[config.mk]
export PLATFORM = sky130hd
export DESIGN_NAME = frame_dump_tx
export DESIGN_NICKNAME = d
export VERILOG_FILES = /design/src/rtl/frame_dump_pkg.sv /design/src/rtl/frame_dump_tx.sv
export SDC_FILE = /design/constraint.sdc
export NUM_CORES = 1
export LEC_CHECK = 0
export ABC_AREA = 0
export CAP_MARGIN = 30
export CORE_MARGIN = 4
export CORE_UTILIZATION = 46
export CTS_CLUSTER_DIAMETER = 80
export DETAILED_ROUTE_END_ITERATION = 8
export GPL_ROUTABILITY_DRIVEN = 0
export PLACE_DENSITY_LB_ADDON = 0.3
export RECOVER_POWER = 100
export SYNTH_ARGS = -nofsm -noshare
export SYNTH_HDL_FRONTEND = slang
export SYNTH_SLANG_ARGS = --single-unit
[constraint.sdc]
create_clock -name clk -period 1.71 [get_ports clk]
set_input_delay 0.171 -clock clk [delete_from_list [all_inputs] [get_ports clk]]
set_output_delay 0.171 -clock clk [all_outputs]
set_load 0.02 [all_outputs]
[src/rtl/frame_dump_pkg.sv]
// Shared definitions for the frame-buffer serial link (dump and load sides).
package frame_dump_pkg;

    // Bytes sent per 24-bit pixel; the receive-side loader uses the same value.
    localparam int BYTES_PER_PIXEL = 3;

    // Dump FSM states.
    typedef enum logic [2:0] {
        IDLE    = 3'd0,
        RD_WAIT = 3'd1,
        LOAD    = 3'd2,
        SEND    = 3'd3,
        ACK     = 3'd4,
        DRAIN   = 3'd5,
        NEXT    = 3'd6,
        FINISH  = 3'd7
    } fd_state_e;

    // Index of the byte within a pixel (0 = bits [7:0]).
    typedef logic [1:0] byte_idx_t;

    // Select one byte of a pixel, least-significant byte first.
    function automatic logic [7:0] pixel_byte(input logic [23:0] pixel, input byte_idx_t idx);
        case (idx)
            2'd0:    pixel_byte = pixel[7:0];
            2'd1:    pixel_byte = pixel[15:8];
            2'd2:    pixel_byte = pixel[23:16];
            default: pixel_byte = 8'h00;
        endcase
    endfunction

endpackage

[src/rtl/frame_dump_tx.sv]
// Streams the pixel frame buffer out over the UART byte interface:
// each 24-bit pixel is read from RAM and sent as three bytes, LSB first.
module frame_dump_tx
    import frame_dump_pkg::*;
#(
    parameter int  PIXEL_COUNT = 172800,
    parameter int  RAM_LATENCY = 1,
    // A single-pixel frame still needs a 1-bit address port.
    localparam int ADDR_W      = (PIXEL_COUNT > 1) ? $clog2(PIXEL_COUNT) : 1
) (
    input  logic              clk,
    input  logic              reset,
    input  logic              start,
    output logic [ADDR_W-1:0] ram_addr,
    input  logic [23:0]       ram_data,
    input  logic              tx_busy,
    output logic              tx_start,
    output logic [7:0]        tx_data,
    output logic              busy,
    output logic              done
);

    localparam int                LAT_W     = 2;
    localparam logic [LAT_W-1:0]  LAT_LAST  = LAT_W'(RAM_LATENCY - 1);
    localparam logic [ADDR_W-1:0] ADDR_LAST = ADDR_W'(PIXEL_COUNT - 1);
    localparam byte_idx_t         IDX_LAST  = byte_idx_t'(BYTES_PER_PIXEL - 1);

    fd_state_e         state_q,    state_d;
    logic [ADDR_W-1:0] ram_addr_q, ram_addr_d;
    logic [LAT_W-1:0]  lat_cnt_q,  lat_cnt_d;
    logic [23:0]       pixel_q,    pixel_d;
    byte_idx_t         byte_idx_q, byte_idx_d;
    logic              tx_start_q, tx_start_d;
    logic [7:0]        tx_data_q,  tx_data_d;
    logic              busy_q,     busy_d;
    logic              done_q,     done_d;

    // Next-state and registered-output computation for the dump FSM.
    always_comb begin
        state_d    = state_q;
        ram_addr_d = ram_addr_q;
        lat_cnt_d  = lat_cnt_q;
        pixel_d    = pixel_q;
        byte_idx_d = byte_idx_q;
        tx_start_d = 1'b0;
        tx_data_d  = tx_data_q;
        busy_d     = busy_q;
        done_d     = 1'b0;

        case (state_q)
            IDLE: begin
                if (start) begin
                    ram_addr_d = '0;
                    lat_cnt_d  = '0;
                    busy_d     = 1'b1;
                    state_d    = RD_WAIT;
                end else begin
                    state_d    = IDLE;
                end
            end
            RD_WAIT: begin
                // Address has been stable since entry; data is valid after RAM_LATENCY clocks.
                if (lat_cnt_q == LAT_LAST) begin
                    lat_cnt_d = '0;
                    state_d   = LOAD;
                end else begin
                    lat_cnt_d = lat_cnt_q + LAT_W'(1);
                end
            end
            LOAD: begin
                // Pixel is latched once so RAM writes during transmission cannot corrupt it.
                pixel_d    = ram_data;
                byte_idx_d = 2'd0;
                state_d    = SEND;
            end
            SEND: begin
                // Never launch a byte into a transmitter that is still busy.
                if (!tx_busy) begin
                    tx_start_d = 1'b1;
                    tx_data_d  = pixel_byte(pixel_q, byte_idx_q);
                    state_d    = ACK;
                end else begin
                    state_d    = SEND;
                end
            end
            ACK: begin
                // Gives the transmitter one clock to raise tx_busy.
                state_d = DRAIN;
            end
            DRAIN: begin
                if (!tx_busy) begin
                    if (byte_idx_q < IDX_LAST) begin
                        byte_idx_d = byte_idx_q + 2'd1;
                        state_d    = SEND;
                    end else begin
                        state_d    = NEXT;
                    end
                end else begin
                    state_d = DRAIN;
                end
            end
            NEXT: begin
                if (ram_addr_q == ADDR_LAST) begin
                    state_d = FINISH;
                end else begin
                    ram_addr_d = ram_addr_q + ADDR_W'(1);
                    lat_cnt_d  = '0;
                    state_d    = RD_WAIT;
                end
            end
            FINISH: begin
                done_d     = 1'b1;
                busy_d     = 1'b0;
                ram_addr_d = '0;
                state_d    = IDLE;
            end
            default: begin
                busy_d     = 1'b0;
                ram_addr_d = '0;
                state_d    = IDLE;
            end
        endcase
    end

    // State and output registers with synchronous reset; reset aborts any frame in progress.
    always_ff @(posedge clk) begin
        if (reset) begin
            state_q    <= IDLE;
            ram_addr_q <= '0;
            lat_cnt_q  <= '0;
            pixel_q    <= 24'h000000;
            byte_idx_q <= 2'd0;
            tx_start_q <= 1'b0;
            tx_data_q  <= 8'h00;
            busy_q     <= 1'b0;
            done_q     <= 1'b0;
        end else begin
            state_q    <= state_d;
            ram_addr_q <= ram_addr_d;
            lat_cnt_q  <= lat_cnt_d;
            pixel_q    <= pixel_d;
            byte_idx_q <= byte_idx_d;
            tx_start_q <= tx_start_d;
            tx_data_q  <= tx_data_d;
            busy_q     <= busy_d;
            done_q     <= done_d;
        end
    end

    assign ram_addr = ram_addr_q;
    assign tx_start = tx_start_q;
    assign tx_data  = tx_data_q;
    assign busy     = busy_q;
    assign done     = done_q;

endmodule

==> metrics.yaml, run 1 <==
p_leak_nw: 1.48
ys_ff_latch: 60
finalCritPeriodShare_pct: 113
place_hpwl_um: 5410
worst_slack_ns: -0.225
failed_checks: "setup timing"
rsz0062_at_grt: "yes"
synth-edff-count: 0
timing.rr.start: "ram_addr[11]$_SDFFE_PP0P_"
drt-total-wl_um: 8200
grt_pass1_vias: 3052
worst_pin_slew_ns: 0.419
synth_ff_type: "dfxtp_1"
pwr_density_cell_nw_per_um2: 784
finalHoldViolCount: 0
clockRootBuffer: "clkbuf_8"
ys_seq_area_share_pct: 41.7
hold_start: "reset"
ant_nets: 0
yosys_warnings: 0
hold_path_depth: 2
clk_pin_slew_worst_paths_ns: 0.07
cts_buffers: 9
ir_worst_vdd_mv: 0.942
reg2regPathDepth: 5
vias: 3043
crit_family: "simple AND/OR/NAND/NOR gates"
wl_per_cell_um: 15.6
fp.dieW_um: 87.2
grt_overflow: 0
h-tree-depth: 3
fin_nets: 482
crit_path_cell_trace: "or4b_4 > or4_4 > o22a_4 > a21o_1 > a21oi_2"
ios: 57
route.detailed.drc: 0
worstPathRequired_ns: 1.99
grtUsageTotal_pct: 22.3
cts_max_path_buffers: 2
cts_hold_buf: 0
final_cells: 527
path_class: "register to register"
dpl_cell_area_um2: 3830
syn_area_um2: 2880
dieArea_um2: 7600
async_flop_share_pct: 0
start_kind: "register"
fp-row-count: 28
timing.setup.tns_ns: -3.41
drive_above_1_share_pct: 24.3
critPathBufInv: 0
cp_slowest_cell: "or4b_4"
r2r-end: "ram_addr[15]$_SDFFE_PP0P_"
finalMaxSlewViolations: 0
layout_common_cells: "nand2_1, a21oi_1, dfxtp_1"
portBuffers: 56
fin_util_pct: 70.1
max_cap_viol_count: 0
final_common_cell: "nand2_1"
arrival_ns: 2.21
cts.sinks: 60
synth_nets: 394
max_stage_delay_ns: 0.54
dr.pass1.iters: 5
vias_per_cell: 5.77
cp_max_fo: 6
design.core.area_um2: 5990
hold_path_class: "primary input to register"
end_kind: "register"
synth.avg_cell_area_um2: 8.03
min_period_ns: 1.93
syn_inst: 359
report.power.total_mw: 3.29
setup_violations: 20
status: "complete, but fails checks"
clk_latency_ns: 0.34
antenna_cells: 0
fin_hold_ws_ns: 0.245
reg2reg_slack_ns: -0.22
syn_to_final_growth_pct: 45.7
finalInstanceArea_um2: 4200
timing.fmax_mhz: 517
cts_tree: "yes"
preCtsSetupSlack_ns: -0.193
finalClockSkew_ns: 0.00749
synth_cell_types: 53
grt_pass1_wl_um: 13500
dp_cells: 508
die_h_um: 87.2
min_to: "ram_addr[17]$_SDFFE_PP0P_"
antenna_found_initial: 0
grt_max_degree: 42
dr.first_iter.drc_count: 216
start_util_pct: 48.1
slew_headroom_pct: 71.9
[layer usage]
metal	GRT usage (%)	vias to the layer above	share of wire [%]
li1	-	1469	-
met1	26.0	1435	41
met2	37.6	113	50
met3	6.53	26	6.4
met4	10.0	0	3.4
met5	0	-	0
[cells in the mapped netlist, types with 3 or more instances]
cell type / count / area (um^2)
a21oi_1: 52 / 260
a21oi_2: 3 / 26.3
a222oi_1: 8 / 80.1
a311oi_1: 4 / 35.0
a31oi_1: 6 / 37.5
buf_1: 4 / 15.0
clkbuf_1: 20 / 75.1
dfxtp_1: 60 / 1200
ha_1: 7 / 87.6
inv_1: 6 / 22.5
nand2_1: 72 / 270
nand2b_1: 4 / 25.0
nand3_1: 10 / 50.1
nand3b_1: 4 / 30.0
nand4bb_1: 3 / 33.8
nor2_1: 22 / 82.6
nor3_2: 5 / 50.1
nor3b_1: 4 / 30.0
nor4_1: 3 / 18.8
o21ai_0: 12 / 60.1
or3_1: 9 / 56.3
[area by class of cell]
cell class / instances / area [um^2]
fillers: 454 / 1790
multi-input cells: 267 / 1690
flip-flops and latches: 60 / 1220
repair buffers: 103 / 917
clock buffers: 11 / 151
clock inverters: 5 / 108
well taps: 75 / 93.8
inverters: 6 / 22.5
[logic make-up (layout without fill, tap and decap cells)]
family                     after synthesis  count (layout)  share of synthesized area [%]
and+or+nand+nor                        158             158                           28.2
buffers and inverters                   33             125                           4.73
DFF                                     60              60                           41.7
muxes                                    1               1                          0.347
AOI/OAI and AO/OA                      100             101                           22.0
adders and majority gates                7               7                           3.04
[sequential cells by signal, indices dropped and copies added, names as in the netlist]
signal      cells
busy            1
byte_idx_q      2
done            1
lat_cnt_q       2
pixel_q        24
ram_addr       18
state_q         3
tx_data         8
tx_start        1
[report_power, final]
part | switching, mW | internal (mW)
Combinational | 0.111 | 0.119
Sequential | 0.0133 | 1.41
Clock | 0.583 | 1.05
[worst max-delay path by stage]
stage	cells after the start	endpoint	slack (ns)	from
after floorplan	4	ram_addr[11]$_SDFFE_PP0P_	-0.17	ram_addr[11]$_SDFFE_PP0P_
after global placement	6	ram_addr[15]$_SDFFE_PP0P_	-0.19	start
after detailed placement	7	ram_addr[16]$_SDFFE_PP0P_	-0.19	start
after CTS	4	ram_addr[8]$_SDFFE_PP0P_	-0.20	ram_addr[11]$_SDFFE_PP0P_
after global routing	8	ram_addr[15]$_SDFFE_PP0P_	-0.31	ram_addr[11]$_SDFFE_PP0P_
final	5	ram_addr[15]$_SDFFE_PP0P_	-0.22	ram_addr[11]$_SDFFE_PP0P_
[what timing repair did]
| item | 4_1_cts | 5_1_grt |
|---|---|---|
| pin swaps | 0 | 8 |
| buffers inserted | 0 | 2 |
| endpoints found under the setup margin | 20 | 32 |
| gates cloned | 0 | 1 |
| resized for setup | 4 | 19 |
[worst reg2reg max path, cell delays in order, from the launching register on]
cell and delay, ns:
dfxtp_2 0.32, or4b_4 0.54, or4_4 0.46, o22a_4 0.25, a21o_1 0.18, a21oi_2 0.11
No activity file was read; power rests on OpenSTA's default activity.
==> run 2, diff against run 1 <==
--- a/config.mk
+++ b/config.mk
@@ -6,14 +6,15 @@
 export NUM_CORES = 1
 export LEC_CHECK = 0
 export ABC_AREA = 0
-export CAP_MARGIN = 30
+export CAP_MARGIN = 20
 export CORE_MARGIN = 4
-export CORE_UTILIZATION = 46
+export CORE_UTILIZATION = 44
 export CTS_CLUSTER_DIAMETER = 80
 export DETAILED_ROUTE_END_ITERATION = 8
 export GPL_ROUTABILITY_DRIVEN = 0
 export PLACE_DENSITY_LB_ADDON = 0.3
 export RECOVER_POWER = 100
+export SETUP_SLACK_MARGIN = 0.4
 export SYNTH_ARGS = -nofsm -noshare
 export SYNTH_HDL_FRONTEND = slang
 export SYNTH_SLANG_ARGS = --single-unit
==> run 2 against run 1 <==
Against the previous run:
- core utilization down 0.12 points
- sequential cell count unchanged
- critical path depth up 1
- sequential share of layout area down 1.3 points
- the run still ends with setup timing left
- critical path type unchanged
- worst setup slack worse by 0.079 ns
- highest routed layer unchanged
- count of clock-buffer cells in the layout down 1
- total power down 8.2%
- largest power group is now sequential cells
- die area up 4.1%
- final cell count up 3.6%
- critical endpoint is now ram_addr[1]$_SDFFE_PP0P_
==> metrics.yaml, run 2 (synthesized netlist as in run 1, its figures left out) <==
cts_max_path_buffers: 2  # unchanged
critPathBufInv: 1  # +1
power.share.switching_pct: 24.8  # +3.3 points
fp-row-count: 29  # +3.6%
h-tree-depth: 3  # unchanged
portBuffers: 56  # unchanged
clockRootBuffer: "clkbuf_8"
crit_family: "simple AND/OR/NAND/NOR gates"
largest_reg_flops: 24  # unchanged
ant_nets: 0  # unchanged
dp_cells: 506  # -0.39%
start_util_pct: 45.4  # -2.7 points
wl_per_cell_um: 18.0  # +16%
vias: 3204  # +5.3%
comb_power_share_pct: 10.1  # +3.1 points
antenna_cells: 0  # unchanged
timing.fmax_mhz: 497  # -3.9%
slew_headroom_pct: 65.0  # -6.9 points
largest_register: "pixel_q"
p_leak_nw: 1.56  # +5.6%
setup_violations: 24  # +20%
crit_path_cell_trace: "or4b_4 > or4_4 > o22ai_4 > buf_12 > nand2_1 > a21oi_2"
finalCritPeriodShare_pct: 118  # +4.6 points
arrival_ns: 2.29  # +0.08 ns
pwr_density_cell_nw_per_um2: 680  # -13%
finalHoldViolCount: 0  # unchanged
final_common_cell: "nand2_1"
grt_pass1_vias: 2919  # -4.4%
cp_max_fo: 6  # unchanged
ir_worst_vdd_mv: 0.679  # -28%
vias_per_cell: 5.87  # +1.6%
grt_max_degree: 28  # -33%
place_hpwl_um: 5510  # +1.8%
finalClockSkew_ns: 0.00825  # +0.000761 ns
timing.setup.tns_ns: -5.10  # -1.69 ns
design.core.area_um2: 6350  # +6.0%
final_cells: 546  # +3.6%
layout_common_cells: "nand2_1, buf_4, dfxtp_1"
min_period_ns: 2.01  # +0.0792 ns
start_kind: "register"
worst_slack_ns: -0.304  # -0.0792 ns
antenna_found_initial: 0  # unchanged
worst_pin_slew_ns: 0.525  # +0.106 ns
cts_hold_buf: 0  # unchanged
fin_nets: 499  # +3.5%
hold_path_class: "primary input to register"
die_h_um: 88.9  # +2.0%
rsz0062_at_grt: "yes"
grt_pass1_wl_um: 13600  # +1.0%
max_cap_viol_count: 0  # unchanged
syn_to_final_growth_pct: 54.2
p_sw_mw: 0.750  # +6.0%
power_frac_clock_pct: 42.8  # -6.9 points
path_class: "register to register"
end_kind: "register"
clk_latency_ns: 0.34  # about the same
fp.dieW_um: 88.9  # +2.0%
worstPathRequired_ns: 1.98  # about the same
fin_hold_ws_ns: 0.205  # -0.0407 ns
cts_buffers: 9  # unchanged
cts_tree: "yes"
ios: 57  # unchanged
drt-total-wl_um: 9840  # +20%
report.power.total_mw: 3.02  # -8.2%
pwr-share-seq_pct: 47.1  # +3.8 points
dr.pass1.iters: 6  # +1
route.detailed.drc: 0  # unchanged
status: "complete, but fails checks"
cts.sinks: 60  # unchanged
cp_slowest_cell: "or4b_4"
intPower_mw: 2.27  # -12%
max_stage_delay_ns: 0.55  # about the same
fin_util_pct: 70.0  # -0.12 points
clk_pin_slew_worst_paths_ns: 0.07  # about the same
drive_above_1_share_pct: 39.0  # +15 points
finalMaxSlewViolations: 0  # unchanged
dieArea_um2: 7910  # +4.1%
failed_checks: "setup timing"
grtUsageTotal_pct: 22.2  # -0.078 points
grt_overflow: 0  # unchanged
dr.first_iter.drc_count: 209  # -3.2%
## run 2: stage by stage
stage	area (um^2)	setup slack (ns)
detailed placement	3860	-0.335
CTS	4250	-0.248
floorplan	3050	-0.166
global placement	3860	-0.290
finish	4450	-0.304
global route	4450	-0.361
## run 2: what timing repair did
item                       CTS  global route
cloned                       1             5
pin swaps                   10            45
resized for setup           80            97
setup endpoints to repair   84            74
setup buffers               11             7
## run 2: area by class of cell
class	instances	area, um^2
Inverter	6	27.5
Tap cell	77	96.3
Clock buffer	10	138
Fill cell	471	1900
Timing Repair Buffer	118	953
Sequential cell	60	1230
Clock inverter	6	62.6
Multi-Input combinational cell	269	1940
## run 2: worst paths after layout
path / from / end / slack [ns] / depth (start not counted)
worst max register to register: ram_addr[11]$_SDFFE_PP0P_ / ram_addr[1]$_SDFFE_PP0P_ / -0.30 / 6
worst min register to register: tx_data[0]$_SDFFE_PP0P_ / tx_data[0]$_SDFFE_PP0P_ / 0.45 / 2
worst min-delay path: reset / ram_addr[17]$_SDFFE_PP0P_ / 0.20 / 2
worst max-delay path: ram_addr[11]$_SDFFE_PP0P_ / ram_addr[1]$_SDFFE_PP0P_ / -0.30 / 6
## run 2: metal layers
metal | global-route usage [%] | routed length, um | vias to the layer above
li1 | - | - | 1495
met1 | 27.4 | 3920 | 1556
met2 | 37.2 | 5100 | 130
met3 | 5.35 | 575 | 23
met4 | 8.93 | 238 | 0
met5 | 0 | 0 | -
## run 2: power groups by stage
stage                     clock network, mW  registers [mW]  logic (mW)
after floorplan                           0            1.46       0.127
after global placement                    0            1.46       0.229
after detailed placement                  0            1.46       0.232
after CTS                              1.30            1.42       0.258
after global routing                   1.37            1.42       0.322
final                                  1.29            1.42       0.305
## run 2: worst register-to-register path: cells and delay by family, from the launching register on
family / cells / cell delay, ns
flip-flops: 1 / 0.33
AO/OA/AOI/OAI: 2 / 0.38
AND/OR/NAND/NOR: 3 / 1.08
buffers and inverters: 1 / 0.16
